$ cat config.mk
export PLATFORM = sky130hd
export DESIGN_NAME = rotating_row_mux
export DESIGN_NICKNAME = d
export VERILOG_FILES = /design/src/rtl/rotating_row_mux.sv
export SDC_FILE = /design/constraint.sdc
export NUM_CORES = 1
export LEC_CHECK = 0
export ABC_AREA = 1
export BUFFER_PORTS_ARGS = -buffer_cell sky130_fd_sc_hd__buf_4
export CAP_MARGIN = 40
export CORE_ASPECT_RATIO = 1.75
export CORE_UTILIZATION = 50
export CTS_BUF_LIST = sky130_fd_sc_hd__clkbuf_2 sky130_fd_sc_hd__clkbuf_4 sky130_fd_sc_hd__clkbuf_8
export DETAILED_ROUTE_END_ITERATION = 8
export HOLD_SLACK_MARGIN = 0.15
export PLACE_DENSITY = 0.82
export SYNTH_ARGS = -nofsm -noshare
export SYNTH_HDL_FRONTEND = slang
export SYNTH_SLANG_ARGS = --single-unit
$ cat constraint.sdc
create_clock -name clock -period 9.55 [get_ports clock]
set_input_delay 0.4775 -clock clock [delete_from_list [all_inputs] [get_ports clock]]
set_output_delay 0.4775 -clock clock [all_outputs]
set_load 0.02 [all_outputs]
$ cat src/rtl/rotating_row_mux.sv
// Rotating channel selector: picks one of NUM_CH lanes at (base + select + OFFSET) mod NUM_CH,
// registering the result one cycle later. The base rotates on each line-end advance strobe.
module rotating_row_mux #(
    parameter int DATA_WIDTH = 8,
    parameter int NUM_CH     = 6,   // legal 2..16
    parameter int SEL_WIDTH  = 3,   // must satisfy 2**SEL_WIDTH >= NUM_CH
    parameter int OFFSET     = 1    // legal 0..NUM_CH-1
) (
    input  logic                         clock,
    input  logic                         reset,
    input  logic [NUM_CH*DATA_WIDTH-1:0] data_in,
    input  logic [SEL_WIDTH-1:0]         select,
    input  logic                         valid_in,
    input  logic                         advance,
    input  logic                         clear,
    output logic [DATA_WIDTH-1:0]        data_out,
    output logic                         valid_out,
    output logic                         sel_err,
    output logic [SEL_WIDTH-1:0]         base_ptr
);

    // Out-of-range parameters are not checked in hardware; the legal ranges above are the contract.
    localparam int SW = SEL_WIDTH + 2;
    localparam logic [SW-1:0]        NCH_W  = SW'(NUM_CH);
    localparam logic [SW-1:0]        OFF_W  = SW'(OFFSET);
    localparam logic [SEL_WIDTH-1:0] LAST_B = SEL_WIDTH'(NUM_CH - 1);

    logic [DATA_WIDTH-1:0] ch [NUM_CH];

    genvar g;
    generate
        for (g = 0; g < NUM_CH; g++) begin : g_unpack
            assign ch[g] = data_in[g*DATA_WIDTH +: DATA_WIDTH];
        end
    endgenerate

    logic [DATA_WIDTH-1:0] data_q, data_d;
    logic                  valid_q, valid_d;
    logic                  err_q, err_d;
    logic [SEL_WIDTH-1:0]  base_q, base_d;

    logic [SW-1:0]         sum, sum1, idx;
    logic                  legal;
    logic [DATA_WIDTH-1:0] sel_data;

    // Each addend is below NUM_CH when the select is legal, so two subtractions reduce fully.
    always_comb begin
        sum  = {2'b00, base_q} + {2'b00, select} + OFF_W;
        sum1 = (sum  >= NCH_W) ? sum  - NCH_W : sum;
        idx  = (sum1 >= NCH_W) ? sum1 - NCH_W : sum1;
        legal = ({2'b00, select} < NCH_W);
    end

    always_comb begin
        sel_data = '0;
        for (int c = 0; c < NUM_CH; c++) begin
            if (idx == SW'(c)) sel_data = ch[c];
        end
    end

    always_comb begin
        data_d  = data_q;
        valid_d = 1'b0;
        err_d   = 1'b0;
        base_d  = base_q;
        if (valid_in) begin
            if (legal) begin
                data_d  = sel_data;
                valid_d = 1'b1;
            end else begin
                err_d   = 1'b1;
            end
        end
        if (clear) begin
            base_d = '0;
        end else if (advance) begin
            base_d = (base_q == LAST_B) ? '0 : base_q + 1'b1;
        end
    end

    always_ff @(posedge clock or posedge reset) begin
        if (reset) begin
            data_q  <= '0;
            valid_q <= 1'b0;
            err_q   <= 1'b0;
            base_q  <= '0;
        end else begin
            data_q  <= data_d;
            valid_q <= valid_d;
            err_q   <= err_d;
            base_q  <= base_d;
        end
    end

    assign data_out  = data_q;
    assign valid_out = valid_q;
    assign sel_err   = err_q;
    assign base_ptr  = base_q;

endmodule
==> results of run 1 <==
==> flip-flops by register name, indices dropped and copies added, names as in the netlist <==
register	count
data_out	8
sel_err	1
valid_out	1
base_ptr	3
==> critical path: stages, from the launching register on <==
cell	delay [ns]
dfrtp_1	0.41
inv_1	0.09
ha_1	0.21
fa_1	0.38
inv_1	0.06
nand2_1	0.06
nand2_1	0.12
inv_1	0.05
ha_1	0.19
ha_1	0.18
nand2_1	0.11
nand2_4	0.10
nand2_1	0.08
nand2_2	0.09
nand3_2	0.09
nand3_1	0.09
nand2_2	0.10
nand2_2	0.09
nor2_8	0.22
nand2_1	0.13
nor2_4	0.20
nand2_1	0.09
nand3b_1	0.09
nand2_1	0.06
nand2_1	0.06
==> final cells by class <==
cell class	instances	area share [%]
Timing Repair Buffer	68	25.2
Multi-Input combinational cell	179	47.7
Clock buffer	4	2.41
Inverter	38	7.03
Tap cell	27	1.67
Sequential cell	13	16.0
==> synth_stat cells, drive strengths merged <==
cell	n	share of area [%]
nand2	80	23
inv	38	9.7
nand3	36	13
nor2	26	9.9
dfrtp	13	22
o21ai	9	3.3
nand3b	7	3.6
ha	6	5.1
a21oi	4	2.1
buf	3	2.0
nand4	3	1.7
nor3	2	0.68
or2	2	0.85
a31oi	1	0.43
clkbuf	1	0.26
fa	1	1.4
nor3b	1	0.51
o21bai	1	0.51
==> routing by layer <==
layer / track usage, % / share of wire [%] / up-vias / wire [µm]
met5: 0 / 0 / - / 0
met4: 10.4 / 0.84 / 0 / 32
met3: 2.46 / 4.2 / 2 / 161
met2: 47.5 / 54 / 48 / 2070
met1: 25.7 / 41 / 706 / 1560
li1: - / - / 871 / -
==> power groups by stage <==
stage                     combinational [W]  sequential [W]  clock [W]
after global placement             0.000292       0.0000788          0
after CTS                          0.000299       0.0000782  0.0000514
after global routing               0.000330       0.0000798  0.0000531
after floorplan                    0.000210       0.0000961          0
final                              0.000298       0.0000783  0.0000500
after detailed placement           0.000297       0.0000789          0
==> cells by family after synthesis <==
family | after synthesis | share of synthesized area (%)
fa+ha+maj | 7 | 6.47
compound gates | 15 | 6.39
buf+inv | 42 | 12.0
flops | 13 | 22.1
simple gates | 157 | 53.0
==> per-stage QoR <==
stage               cells  hold slack (ns)
floorplan             234            0.354
global placement      325            0.474
detailed placement    325            0.470
CTS                   329            0.260
global route          329            0.312
finish                329            0.249
==> how the worst max path moves through the flow <==
stage / endpoint / from
2_1_floorplan: data_out[0] / base_ptr[0]
3_3_place_gp: data_out[2] / select[0]
3_5_place_dp: data_out[4] / select[0]
4_1_cts: data_out[4] / base_ptr[0]
5_1_grt: data_out[7] / base_ptr[0]
6_report: data_out[4] / base_ptr[0]
==> results.md, run 1 <==
* Status: complete, no violations
* Arrival time worst endpoint at 3.61 ns
* Port buffer count at 68
* Critical-path maximum fanout at 18
* Final GP Congestion at 0.855
* Final net count at 366
* Mapped Nets at 297
* TritonCTS Buffers at 3
* CTS sink cnt at 13
* Req. time, crit path at 9.72 ns
* Power Density at 210 mW/mm²
* Clock Power Share at 11.7%
* Final instance area at 0.00203 mm²
* Pint at 0.000213 W
* Post-synthesis sequential area ratio at 22.1%
* N_diodes at 0
* DRC violation count after routing at 0
* TritonRoute pass-1 iters at 4
* H-tree levels at 1
* CP Capture Type: register
* Layout fillers at 245
* Tightest Hold Check Type: primary input to async pin
* Multi-input gate area at 967 µm²
* R2R cell count at 24
* Root buf cell: clkbuf_8
* Core ar. at 0.00275 mm²
* Core Util, Final at 73.7%
* Cell Area, Placed at 0.00198 mm²
* Detail Route Antenna Nets at 0
* Fmax at 291 MHz
* Worst setup SP type: register
* Tmin final at 3.44 ns
* Reg clk slew, reported paths at 0.06 ns
* DP HPWL at 3.17 mm
* Commonest non-fill, non-tap cells in the layout: nand2_1, buf_4, inv_1
* Row count at 25
* Final setup viols at 0
* Combinational power share at 69.9%
* Area growth, synth to finish at 38.1%
* Hold_buf cts at 0
* IO Count at 69
* Grt total ovfl at 0
* Relative slew slack at 47.9%
* Max-slew violation count at 0
* Synthesized instance count at 234
* Period utilization at 36.0%
* Die ar. at 0.00317 mm²
* Vias in the first global route at 1554
* Mapped Avg Cell Area at 6.28 µm²
* Vias per cell at 4.95
* Crit Path Class: register to register
* Worst setup margin at 6.11 ns
* Final-report hold violation count at 0
* CTS tree: done
* FF-to-FF Start: base_ptr[0]
* RSZ-0062 raised after global routing: no
* Ys Warns at 0
* Routed via count at 1627
* Storage element area at 325 µm²
* Commonest non-fill, non-tap cell in the layout: nand2_1
* Switching Fraction at 50.0%
* Reg2reg setup slack at 6.11 ns
* Switching power at 0.000213 W
* Total Power at 0.000426 W
* Gr usage total at 24.5%
* Flop pwr share at 18.4%
* First-pass GRT wire length at 6.04 mm
* Synth Register Bits at 13
* Max-Cap Viols at 0
* Post-CTS setup buffers at 0
* # resized after CTS at 0
* Max VDD drop at 160 µV
* Pleak at 1.23 nW
* Initial Utilization at 53.4%
* DP Worst Slack at 6.02 ns
* Largest net degree at the start of global routing at 19
* Setup TNS at 0 ns
* CTS max path bufs at 2
* Post-Syn Area at 0.00147 mm²
* DRT iter0 DRCs at 22
* Initial antenna violation count at 0
* Post-synth cell types at 29
* WL/cell at 11.6 µm
* Die H at 73.7 µm
* Worst-margin pin slew at 0.781 ns
* Layout cells sized above 1 at 31.1%
* Clock Latency Late Sink at 0.24 ns
* Crit Reg-Reg Endpoint: data_out[4]
* WL final at 3.83 mm
* Die Wd at 43.0 µm
* Skew final at 0.00904 ns
Power figures use the tool's default switching activity.
==> run 2, diff against run 1 <==
--- a/config.mk
+++ b/config.mk
@@ -5,15 +5,15 @@
 export SDC_FILE = /design/constraint.sdc
 export NUM_CORES = 1
 export LEC_CHECK = 0
-export ABC_AREA = 1
+export ABC_AREA = 0
 export BUFFER_PORTS_ARGS = -buffer_cell sky130_fd_sc_hd__buf_4
 export CAP_MARGIN = 40
 export CORE_ASPECT_RATIO = 1.75
-export CORE_UTILIZATION = 50
+export CORE_UTILIZATION = 45
 export CTS_BUF_LIST = sky130_fd_sc_hd__clkbuf_2 sky130_fd_sc_hd__clkbuf_4 sky130_fd_sc_hd__clkbuf_8
 export DETAILED_ROUTE_END_ITERATION = 8
 export HOLD_SLACK_MARGIN = 0.15
-export PLACE_DENSITY = 0.82
+export PLACE_DENSITY = 0.79
 export SYNTH_ARGS = -nofsm -noshare
 export SYNTH_HDL_FRONTEND = slang
 export SYNTH_SLANG_ARGS = --single-unit
==> constraint.sdc (replaced) <==
create_clock -name clock -period 3.2 [get_ports clock]
set_input_delay 0.16 -clock clock [delete_from_list [all_inputs] [get_ports clock]]
set_output_delay 0.16 -clock clock [all_outputs]
set_load 0.02 [all_outputs]
==> results.md, run 2 <==
* Status: finished, violations left
* Failing checks: negative setup slack
* Root buf cell: clkbuf_8
* H-tree levels at 1
* Gr usage total at 31.0%
* Largest net degree at the start of global routing at 26
* Post-synth cell types at 43
* Final net count at 294
* Area growth, synth to finish at 73.4%
* Vias in the first global route at 1527
* WL final at 4.73 mm
* Port buffer count at 68
* N_diodes at 0
* Commonest non-fill, non-tap cell in the layout: buf_4
* Synth Register Bits at 13
* Die ar. at 0.00292 mm²
* Max-Cap Viols at 0
* Commonest cells post-synth: a21oi_1, dfrtp_1, nand3_1
* Initial Utilization at 48.1%
* Synth top area share at 26.8%
* Crit Path Class: register to register
* Tmin final at 3.26 ns
* Reg2reg setup slack at -0.06 ns
* Core ar. at 0.00252 mm²
* Ys Warns at 0
* Final GP Congestion at 0.994
* Synthesized instance count at 143
* Total Power at 0.00118 W
* Max FFs per register at 8
* Hold slack at 0.179 ns
* Relative slew slack at 66.6%
* Clock Latency Late Sink at 0.25 ns
* Pleak at 0.980 nW
* Largest cells by area after synthesis: dfrtp_1, a21oi_1, ha_1
* Crit Reg-Reg Endpoint: data_out[7]
* Grt total ovfl at 0
* Final-report hold violation count at 0
* Post-synthesis sequential area ratio at 26.8%
* CP Capture Type: register
* Post-Syn Area at 0.00121 mm²
* CTS tree: done
* Launch point of the worst path: base_ptr[0]
* Die H at 70.7 µm
* Async S/R FF share, synth at 100%
* Leading area contributor after synthesis: dfrtp_1
* Critical Path End: data_out[7]
* Post-Place Cells at 241
* Detail Route Antenna Nets at 0
* Max-slew violation count at 0
* Critical-path maximum fanout at 6
* Top-count cell post-synth: a21oi_1
* Worst setup SP type: register
* Commonest non-fill, non-tap cells in the layout: buf_4, a21oi_1, dfrtp_1
* Tightest Hold Check Type: primary input to register
* Row count at 24
* Mapped Avg Cell Area at 8.49 µm²
* Routed via count at 1526
* Main synth FF type: dfrtp_1
* Final setup viols at 4
* Reg clk slew, reported paths at 0.06 ns
* Layout cells sized above 1 at 57.0%
* CTS max path bufs at 2
* RSZ-0062 raised after global routing: yes
* Req. time, crit path at 3.31 ns
* R2R cell count at 16
* Arrival time worst endpoint at 3.37 ns
* Worst setup margin at -0.0638 ns
* Initial antenna violation count at 0
* Final instance area at 0.00210 mm²
* FF-to-FF Start: base_ptr[0]
* CTS sink cnt at 13
* First-pass GRT wire length at 6.26 mm
* WL/cell at 18.5 µm
* Worst-margin pin slew at 0.501 ns
* Finished Layout Cells at 256
* TritonRoute pass-1 iters at 4
* Number of synthesized flops with an enable pin at 0
* Power Density at 561 mW/mm²
* Period utilization at 102%
* Vias per cell at 5.96
* Fmax at 306 MHz
* IO Count at 69
* Mapped Nets at 206
* Skew final at 0.00424 ns
* Max VDD drop at 421 µV
* Cell Area, Placed at 0.00181 mm²
* DP HPWL at 3.32 mm
* TritonCTS Buffers at 3
* DRC violation count after routing at 0
* DRT iter0 DRCs at 78
* Die Wd at 41.3 µm
## run 2: cell types whose count changed after synthesis, sizes merged, moves of 6 or more
cell    change
a21oi      +12
mux2        +6
o21ai       -7
inv        -26
a22oi       +7
nand3      -24
nor2       -19
nand3b      -6
nand2      -70
## run 2: logic make-up (layout without fill, tap and decap cells)
family	count (synthesis)	count (layout)	synth area share, %
compound gates	54	54	33.5
simple gates	39	39	15.7
buf+inv	20	107	6.91
flops	13	13	26.8
mux	8	8	7.22
fa+ha+maj	7	7	7.83
xor+xnor	2	2	2.06
## run 2: worst max-delay path, cell delays in order (launching register included)
cell,delay [ns]
dfrtp_2,0.36
inv_2,0.04
ha_4,0.16
fa_2,0.40
xor2_2,0.17
inv_2,0.09
ha_4,0.18
inv_4,0.06
ha_4,0.13
a21boi_4,0.27
nor3_2,0.09
mux2i_2,0.33
a21oi_4,0.14
buf_6,0.14
a32o_1,0.21
a31oi_1,0.21
a41oi_1,0.14
## run 2: cell type report
| cell class | count | area (µm²) |
|---|---|---|
| Multi-Input combinational cell | 110 | 945 |
| Timing Repair Buffer | 91 | 704 |
| Fill cell | 161 | 418 |
| Sequential cell | 13 | 327 |
| Inverter | 12 | 50.0 |
| Clock buffer | 3 | 41.3 |
| Tap cell | 26 | 32.5 |
| Clock inverter | 1 | 5.00 |
## run 2: what timing repair did
item | in CTS | in global routing
hold buffers | 2 | 0
setup buffers | 3 | 5
endpoints found under the hold margin | 16 | 0
pin swaps | 2 | 22
cloned | 0 | 1
gates resized for setup | 4 | 36
endpoints found under the setup margin | 7 | 8
## run 2: power breakdown
part / internal [W] / switching, W
clock: 0.0000862 / 0.0000639
sequential: 0.000208 / 0.0000278
combinational: 0.000390 / 0.000405
total: 0.000684 / 0.000497
## run 2: routing by layer
| metal | share of wire, % | track usage [%] | up-vias |
|---|---|---|---|
| li1 | - | - | 709 |
| met1 | 32 | 30.6 | 705 |
| met2 | 59 | 56.6 | 86 |
| met3 | 4.7 | 5.02 | 26 |
| met4 | 5.1 | 13.3 | 0 |
| met5 | 0 | 0 | - |
## run 2: through the flow
stage | setup TNS [ns] | setup WS (ns) | util [%]
after floorplan | 0 | 0.00731 | -
after global placement | 0 | 0.00951 | 71.7
after detailed placement | -0.509 | -0.113 | 71.7
after CTS | 0 | 0.0172 | 75.9
after global routing | -1.04 | -0.169 | 83.4
final | -0.151 | -0.0638 | 83.4
## run 2: how the worst min path moves through the flow
stage,startpoint,end,slack (ns),cells after the start
6_report,advance,base_ptr[0],0.18,3
5_1_grt,advance,base_ptr[0],0.20,3
4_1_cts,advance,base_ptr[0],0.18,3
3_5_place_dp,reset,data_out[3],0.21,2
3_3_place_gp,reset,data_out[3],0.20,2
2_1_floorplan,reset,base_ptr[1],0.04,1
